--- src/rtl/uart_tx_arbiter_if.sv ---
// rtl/uart_tx_arbiter_if.sv - requester handshakes, UART write port and status for uart_tx_arbiter
interface uart_tx_arbiter_if #(
    parameter int FIFO_DEPTH = 4
);
    localparam int CW = $clog2(FIFO_DEPTH) + 1;

    logic          req0_valid;
    logic [7:0]    req0_data;
    logic          req0_ready;
    logic          req1_valid;
    logic [7:0]    req1_data;
    logic          req1_ready;
    logic          tx_wr;
    logic [7:0]    tx_data;
    logic          tx_busy;
    logic [CW-1:0] fifo_count;
    logic          last_grant;

    // Requesters and UART side: drive requests and busy, observe everything else.
    modport master (
        output req0_valid, req0_data, req1_valid, req1_data, tx_busy,
        input  req0_ready, req1_ready, tx_wr, tx_data, fifo_count, last_grant
    );

    // Arbiter side.
    modport slave (
        input  req0_valid, req0_data, req1_valid, req1_data, tx_busy,
        output req0_ready, req1_ready, tx_wr, tx_data, fifo_count, last_grant
    );
endinterface

--- src/rtl/uart_tx_fifo.sv ---
// rtl/uart_tx_fifo.sv - synchronous byte FIFO with push/pop/flush and registered count
module uart_tx_fifo #(
    parameter int DEPTH = 4
) (
    input  logic                   clk,
    input  logic                   resetq,
    input  logic                   push,
    input  logic [7:0]             push_data,
    input  logic                   pop,
    input  logic                   flush,
    output logic [7:0]             head,
    output logic [$clog2(DEPTH):0] count,
    output logic                   full,
    output logic                   empty
);
    localparam int AW = $clog2(DEPTH);
    localparam int CW = AW + 1;

    logic [7:0]    mem [DEPTH];
    logic [AW-1:0] wr_ptr;
    logic [AW-1:0] rd_ptr;
    logic          do_push;
    logic          do_pop;

    // Full/empty come from the registered count, so a pop never frees room for a same-cycle push.
    assign full    = (count == CW'(DEPTH));
    assign empty   = (count == '0);
    assign head    = mem[rd_ptr];
    assign do_push = push && !full && !flush;
    assign do_pop  = pop && !empty;

    // Storage write; contents need no reset because count gates every read.
    always_ff @(posedge clk) begin
        if (do_push) begin
            mem[wr_ptr] <= push_data;
        end
    end

    // Pointer and occupancy update; flush empties the queue even if a pop is in progress.
    always_ff @(posedge clk) begin
        if (!resetq) begin
            wr_ptr <= '0;
            rd_ptr <= '0;
            count  <= '0;
        end else if (flush) begin
            wr_ptr <= '0;
            rd_ptr <= '0;
            count  <= '0;
        end else begin
            if (do_push) begin
                wr_ptr <= wr_ptr + 1'b1;
            end
            if (do_pop) begin
                rd_ptr <= rd_ptr + 1'b1;
            end
            if (do_push && !do_pop) begin
                count <= count + 1'b1;
            end else if (!do_push && do_pop) begin
                count <= count - 1'b1;
            end
        end
    end
endmodule

--- src/rtl/uart_tx_arbiter.sv ---
// rtl/uart_tx_arbiter.sv - two-requester round-robin front end feeding one UART write port
module uart_tx_arbiter #(
    parameter int FIFO_DEPTH   = 4,
    parameter int BUSY_TIMEOUT = 4
) (
    input  logic              clk,
    input  logic              resetq,
    input  logic              flush,
    uart_tx_arbiter_if.slave  bus
);
    localparam logic [1:0] IDLE      = 2'd0;
    localparam logic [1:0] WAIT_BUSY = 2'd1;
    localparam logic [1:0] WAIT_DONE = 2'd2;
    localparam int CW = $clog2(FIFO_DEPTH) + 1;
    localparam int TW = $clog2(BUSY_TIMEOUT) + 1;

    logic [1:0]    state;
    logic [TW-1:0] tcnt;
    logic          tx_wr_q;
    logic [7:0]    tx_data_q;
    logic          last_grant_q;
    logic          full;
    logic          empty;
    logic [7:0]    head;
    logic [CW-1:0] count;
    logic          ready0;
    logic          ready1;
    logic          take0;
    logic          take1;
    logic          push;
    logic [7:0]    push_data;
    logic          pop;

    // On contention the requester that did not win last time gets the slot.
    assign ready0    = !full && !flush && (last_grant_q || !bus.req1_valid);
    assign ready1    = !full && !flush && (!last_grant_q || !bus.req0_valid);
    assign take0     = bus.req0_valid && ready0;
    assign take1     = bus.req1_valid && ready1;
    assign push      = take0 || take1;
    assign push_data = take0 ? bus.req0_data : bus.req1_data;
    assign pop       = (state == IDLE) && !empty && !bus.tx_busy;

    assign bus.req0_ready = ready0;
    assign bus.req1_ready = ready1;
    assign bus.tx_wr      = tx_wr_q;
    assign bus.tx_data    = tx_data_q;
    assign bus.fifo_count = count;
    assign bus.last_grant = last_grant_q;

    uart_tx_fifo #(
        .DEPTH (FIFO_DEPTH)
    ) u_fifo (
        .clk       (clk),
        .resetq    (resetq),
        .push      (push),
        .push_data (push_data),
        .pop       (pop),
        .flush     (flush),
        .head      (head),
        .count     (count),
        .full      (full),
        .empty     (empty)
    );

    // Remember who was accepted last; starts at 1 so requester 0 wins the first tie.
    always_ff @(posedge clk) begin
        if (!resetq) begin
            last_grant_q <= 1'b1;
        end else if (take0) begin
            last_grant_q <= 1'b0;
        end else if (take1) begin
            last_grant_q <= 1'b1;
        end
    end

    // Issue one byte, wait for busy to rise (or time out), then wait for it to fall.
    always_ff @(posedge clk) begin
        if (!resetq) begin
            state     <= IDLE;
            tcnt      <= '0;
            tx_wr_q   <= 1'b0;
            tx_data_q <= 8'h00;
        end else begin
            case (state)
                IDLE: begin
                    tx_wr_q <= 1'b0;
                    if (pop) begin
                        tx_wr_q   <= 1'b1;
                        tx_data_q <= head;
                        tcnt      <= '0;
                        state     <= WAIT_BUSY;
                    end
                end
                WAIT_BUSY: begin
                    tx_wr_q <= 1'b0;
                    if (bus.tx_busy || tcnt == TW'(BUSY_TIMEOUT - 1)) begin
                        state <= WAIT_DONE;
                    end else begin
                        tcnt <= tcnt + 1'b1;
                    end
                end
                WAIT_DONE: begin
                    tx_wr_q <= 1'b0;
                    if (!bus.tx_busy) begin
                        state <= IDLE;
                    end
                end
                default: begin
                    tx_wr_q <= 1'b0;
                    state   <= IDLE;
                end
            endcase
        end
    end
endmodule

--- src/flat_wrapper.sv ---
// flat-port wrapper written by rule: the top's interface ports become plain ports
module uart_tx_arbiter_flat 
#(
    parameter int FIFO_DEPTH   = 4,
    parameter int BUSY_TIMEOUT = 4
)
  (clk, resetq, flush, bus_req0_valid, bus_req0_data, bus_req1_valid, bus_req1_data, bus_tx_busy, bus_req0_ready, bus_req1_ready, bus_tx_wr, bus_tx_data, bus_fifo_count, bus_last_grant);
  uart_tx_arbiter_if #(.FIFO_DEPTH(FIFO_DEPTH)) bus_i ();
  input  logic clk;
  input  logic resetq;
  input  logic flush;
  input wire logic [$bits(bus_i.req0_valid)-1:0] bus_req0_valid;
  input wire logic [$bits(bus_i.req0_data)-1:0] bus_req0_data;
  input wire logic [$bits(bus_i.req1_valid)-1:0] bus_req1_valid;
  input wire logic [$bits(bus_i.req1_data)-1:0] bus_req1_data;
  input wire logic [$bits(bus_i.tx_busy)-1:0] bus_tx_busy;
  output wire logic [$bits(bus_i.req0_ready)-1:0] bus_req0_ready;
  output wire logic [$bits(bus_i.req1_ready)-1:0] bus_req1_ready;
  output wire logic [$bits(bus_i.tx_wr)-1:0] bus_tx_wr;
  output wire logic [$bits(bus_i.tx_data)-1:0] bus_tx_data;
  output wire logic [$bits(bus_i.fifo_count)-1:0] bus_fifo_count;
  output wire logic [$bits(bus_i.last_grant)-1:0] bus_last_grant;
  assign bus_i.req0_valid = bus_req0_valid;
  assign bus_i.req0_data = bus_req0_data;
  assign bus_i.req1_valid = bus_req1_valid;
  assign bus_i.req1_data = bus_req1_data;
  assign bus_i.tx_busy = bus_tx_busy;
  assign bus_req0_ready = bus_i.req0_ready;
  assign bus_req1_ready = bus_i.req1_ready;
  assign bus_tx_wr = bus_i.tx_wr;
  assign bus_tx_data = bus_i.tx_data;
  assign bus_fifo_count = bus_i.fifo_count;
  assign bus_last_grant = bus_i.last_grant;
  uart_tx_arbiter #(.FIFO_DEPTH(FIFO_DEPTH), .BUSY_TIMEOUT(BUSY_TIMEOUT)) u_core (.clk(clk), .resetq(resetq), .flush(flush), .bus(bus_i));
endmodule
--- config.mk ---
export PLATFORM = sky130hd
export DESIGN_NAME = uart_tx_arbiter_flat
export DESIGN_NICKNAME = d
export VERILOG_FILES = /design/src/rtl/uart_tx_arbiter_if.sv /design/src/rtl/uart_tx_fifo.sv /design/src/rtl/uart_tx_arbiter.sv /design/src/flat_wrapper.sv
export SDC_FILE = /design/constraint.sdc
export NUM_CORES = 1
export LEC_CHECK = 0
export CORE_ASPECT_RATIO = 1.1
export CORE_MARGIN = 3
export CORE_UTILIZATION = 50
export CTS_BUF_LIST = sky130_fd_sc_hd__clkbuf_8
export DETAILED_ROUTE_END_ITERATION = 8
export GPL_ROUTABILITY_DRIVEN = 0
export PLACE_DENSITY = 0.9
export SKIP_CTS_REPAIR_TIMING = 1
export SLEW_MARGIN = 10
export SYNTH_ARGS = -nofsm -noshare
export SYNTH_HDL_FRONTEND = slang
export SYNTH_HIERARCHICAL = 1
export SYNTH_SLANG_ARGS = --single-unit
--- constraint.sdc ---
create_clock -name clk -period 2.94 [get_ports clk]
set_input_delay 0.294 -clock clk [delete_from_list [all_inputs] [get_ports clk]]
set_output_delay 0.294 -clock clk [all_outputs]
set_load 0.05 [all_outputs]
==> metrics.md <==
| Metric | Value |
|---|---|
| Area occupied by multi-input gates | `910 µm²` |
| CTS sink cnt | `56` |
| FMAX | `367 MHz` |
| Fill count | `329` |
| Clock transition at the registers of the reported paths | `0.09 ns` |
| Post-DP HPWL | `around 3000 µm` |
| Outcome | `finished clean` |
| Ys async rst share | `0%` |
| Initial Utilization | `53.4%` |
| IO Port Bufs | `36` |
| Die Y-Extent | `between 70 and 80 µm` |
| Pwr Density | `493 nW/µm²` |
| Cells after synthesis | `166` |
| CTS Buf Count | `5` |
| Sequential Area | `approximately 1500 µm²` |
| Die area | `5610 µm²` |
| Final setup violation count | `0` |
| Ys flop type | `edfxtp_1` |
| First-pass GRT wire length | `about 6700 µm` |
| Yosys reg bits | `56` |
| Max-slew headroom | `60.8%` |
| Synthesized area | `2370 µm²` |
| Cell mode on critical path | `nand2_1` |
| Vias in the first global route | `about 1,400` |
| Clock skew | `0.00585 ns` |
| CTS max path bufs | `2` |
| Hold WS | `0.469 ns` |
| Post-route cell area | `2920 µm²` |
| Arrival @ worst endpoint | `around 3.0 ns` |
| Setup crit end kind | `flop` |
| Tcrit/Tclk final | `92.6%` |
| R2R cell count | `13` |
| Synthesized area per cell | `14.3 µm²` |
| Req. time, crit path | `about 3.2 ns` |
| H-tree levels | `2` |
| RSZ-0062 raised after global routing | `no` |
| Setup tns final | `0 ns` |
| Total gr overflow | `0` |
| Worst Hold Class | `flop to flop` |
| Post-synth cell types | `40` |
| Core area | `4440 µm²` |
| LEAKAGE | `1.02 nW` |
| Fin util | `between 60% and 70%` |
| Die X | `71.7 µm` |
| Layout cell share with drive strength beyond 1 | `21.3%` |
| CP max stage cell | `dfxtp_4` |
| Largest net degree at the start of global routing | `18` |
| Final Hold Viols | `0` |
| Critical path cell sequence | `or3b_1 > inv_4 > a211oi_4 > nand2_1 > nand2_1 > and2b_2 > and2_4 > ha_4 > inv_2 > fa_2 > xor2_1 > or3_4 > a21oi_1` |
| TritonCTS clock tree | `done` |
| Ys Warns | `6` |
| Nets | `236` |
| Sequential share of the synthesized area | `approximately three fifths` |
| HP Start | `u_core/tcnt[2]` |
| Worst-Skew Late Latency | `0.31 ns` |
| CP max stage delay | `0.37 ns` |
| FF-to-FF Start | `u_core/u_fifo/count[2]` |
| CP Launch Type | `flop` |
| Area delta synth->final | `23.1%` |
| Hold path depth | `2` |
| Total track usage | `15.9%` |
| Min-Delay Endpoint | `u_core/tcnt[2]` |
| Max-cap violations | `0` |
| Critical path type | `flop to flop` |
| Crit Path Max Fanout | `8` |
| Routed Wire Length | `4060 µm` |
| Final Slew Violations | `0` |
| Avg Vias per Cell | `5.49` |
| Diodes inserted | `0` |
| First-pass detailed-route iteration total | `4` |
| Initial antenna violation count | `0` |
| Cell row count | `25` |
| DR WL/cell | `approximately 16 µm` |
| Starting DRT DRC Count | `just under 100` |
| Critical R2R Capture | `u_core/u_fifo/count[2]` |
| Routed vias | `around 1,400` |
| Num ports | `37` |
| Cell Area, Placed | `~2800 µm²` |
| Power Total | `around 1.4 mW` |
| Final Critical Period | `2.72 ns` |
| Worst-margin pin slew | `0.584 ns` |
| DRC | `0` |
| Root Driver | `clkbuf_8` |
| Mapped Nets | `around 200` |
| EDFF count, synth | `32` |
| Flop2flop setup slack | `0.22 ns` |
| Post-DRT Antenna Nets | `0` |
| VDD IR-drop max | `0.351 mV` |
-- flip-flops by register name, summed over array words and instances, names as in the netlist, named ones only --
name                   flops
u_core/u_fifo/mem         32
u_core/bus.tx_data         8
u_core/tcnt                3
u_core/u_fifo/count        3
u_core/state               2
u_core/u_fifo/rd_ptr       2
u_core/u_fifo/wr_ptr       2
u_core/bus.last_grant      1
u_core/bus.tx_wr           1
-- worst max path at each step --
stage	endpoint	cells after the start	slack, ns	start
2_1_floorplan	u_core/u_fifo/count[2]	14	-0.06	u_core/u_fifo/count[0]
3_3_place_gp	u_core/u_fifo/count[2]	12	0.23	bus_req0_valid
3_5_place_dp	u_core/u_fifo/count[2]	12	0.13	bus_req0_valid
4_1_cts	u_core/u_fifo/count[2]	13	0.22	u_core/u_fifo/count[2]
5_1_grt	u_core/u_fifo/count[2]	13	0.05	u_core/u_fifo/count[2]
6_report	u_core/u_fifo/count[2]	13	0.22	u_core/u_fifo/count[2]
-- cells by family after synthesis --
kind of cell,Yosys count,share of synthesized area [%]
buffers and inverters,11,2.16
adders and majority gates,8,4.54
xor gates and xnor gates,4,1.48
and+or+nand+nor,48,10.9
muxes,30,17.3
DFF,56,60.8
AOI/OAI and AO/OA,9,2.85
-- stage by stage --
| stage | worst slack [ns] | std cells |
|---|---|---|
| after detailed placement | 0.131 | 253 |
| after global routing | 0.0495 | 261 |
| final | 0.218 | 261 |
| after floorplan | -0.0641 | 166 |
| after CTS | 0.216 | 261 |
| after global placement | 0.232 | 253 |
-- final cells by class --
cell class	count	area share [%]
tap	54	2.31
sequential	56	49.8
inverter	6	0.857
timing repair buffer	38	12.9
multi-input combinational	99	31.2
clock inverter	3	0.686
clock buffer	5	2.36
-- cell usage in the layout (no fill, tap or decap), types with 2 or more instances in the layout --
cell             synthesis  layout
clkdlybuf4s50_1          0      36
edfxtp_1                32      32
dfxtp_1                 24      21
nor2_1                  18      18
mux2i_1                 14      14
nand2_1                  9       9
mux4_2                   8       8
mux2_2                   7       7
ha_1                     7       6
clkbuf_8                 0       5
inv_1                    6       5
and3_2                   4       4
xor2_1                   4       4
nand2b_1                 3       3
dfxtp_4                  0       3
or3_1                    2       2
buf_4                    0       2
a21oi_1                  2       2
-- cells in the mapped netlist, types with 2 or more instances --
master	instances	area, µm²
xor2_1	4	35.0
ha_1	7	87.6
nand2b_1	3	18.8
dfxtp_1	24	480
nor2_1	18	67.6
and3_2	4	30.0
or3_1	2	12.5
inv_1	6	22.5
mux4_2	8	180
mux2_2	7	78.8
nand2_1	9	33.8
mux2i_1	14	140
a21oi_1	2	10.0
edfxtp_1	32	961
-- layer usage --
metal / global-route usage (%) / vias up / wire length [µm]
met5: 0 / - / 0
met4: 6.77 / 0 / 66
met3: 3.20 / 6 / 226
met2: 25.5 / 40 / 2030
met1: 20.9 / 698 / 1740
li1: - / 688 / -
-- power breakdown --
group          internal, mW  switching, mW  leakage [nW]
Combinational        0.0847         0.0943         0.488
Sequential            0.846         0.0106         0.486
Clock                 0.166          0.238        0.0455
-- worst max-delay path, delay by kind of cell (launching register included) --
kind | cells | cell delay, ns
flops | 1 | 0.37
simple gates | 6 | 1.13
xor+xnor | 1 | 0.18
fa+ha+maj | 2 | 0.48
compound gates | 2 | 0.37
buf+inv | 2 | 0.10
No activity file was read; power rests on OpenSTA's default activity.
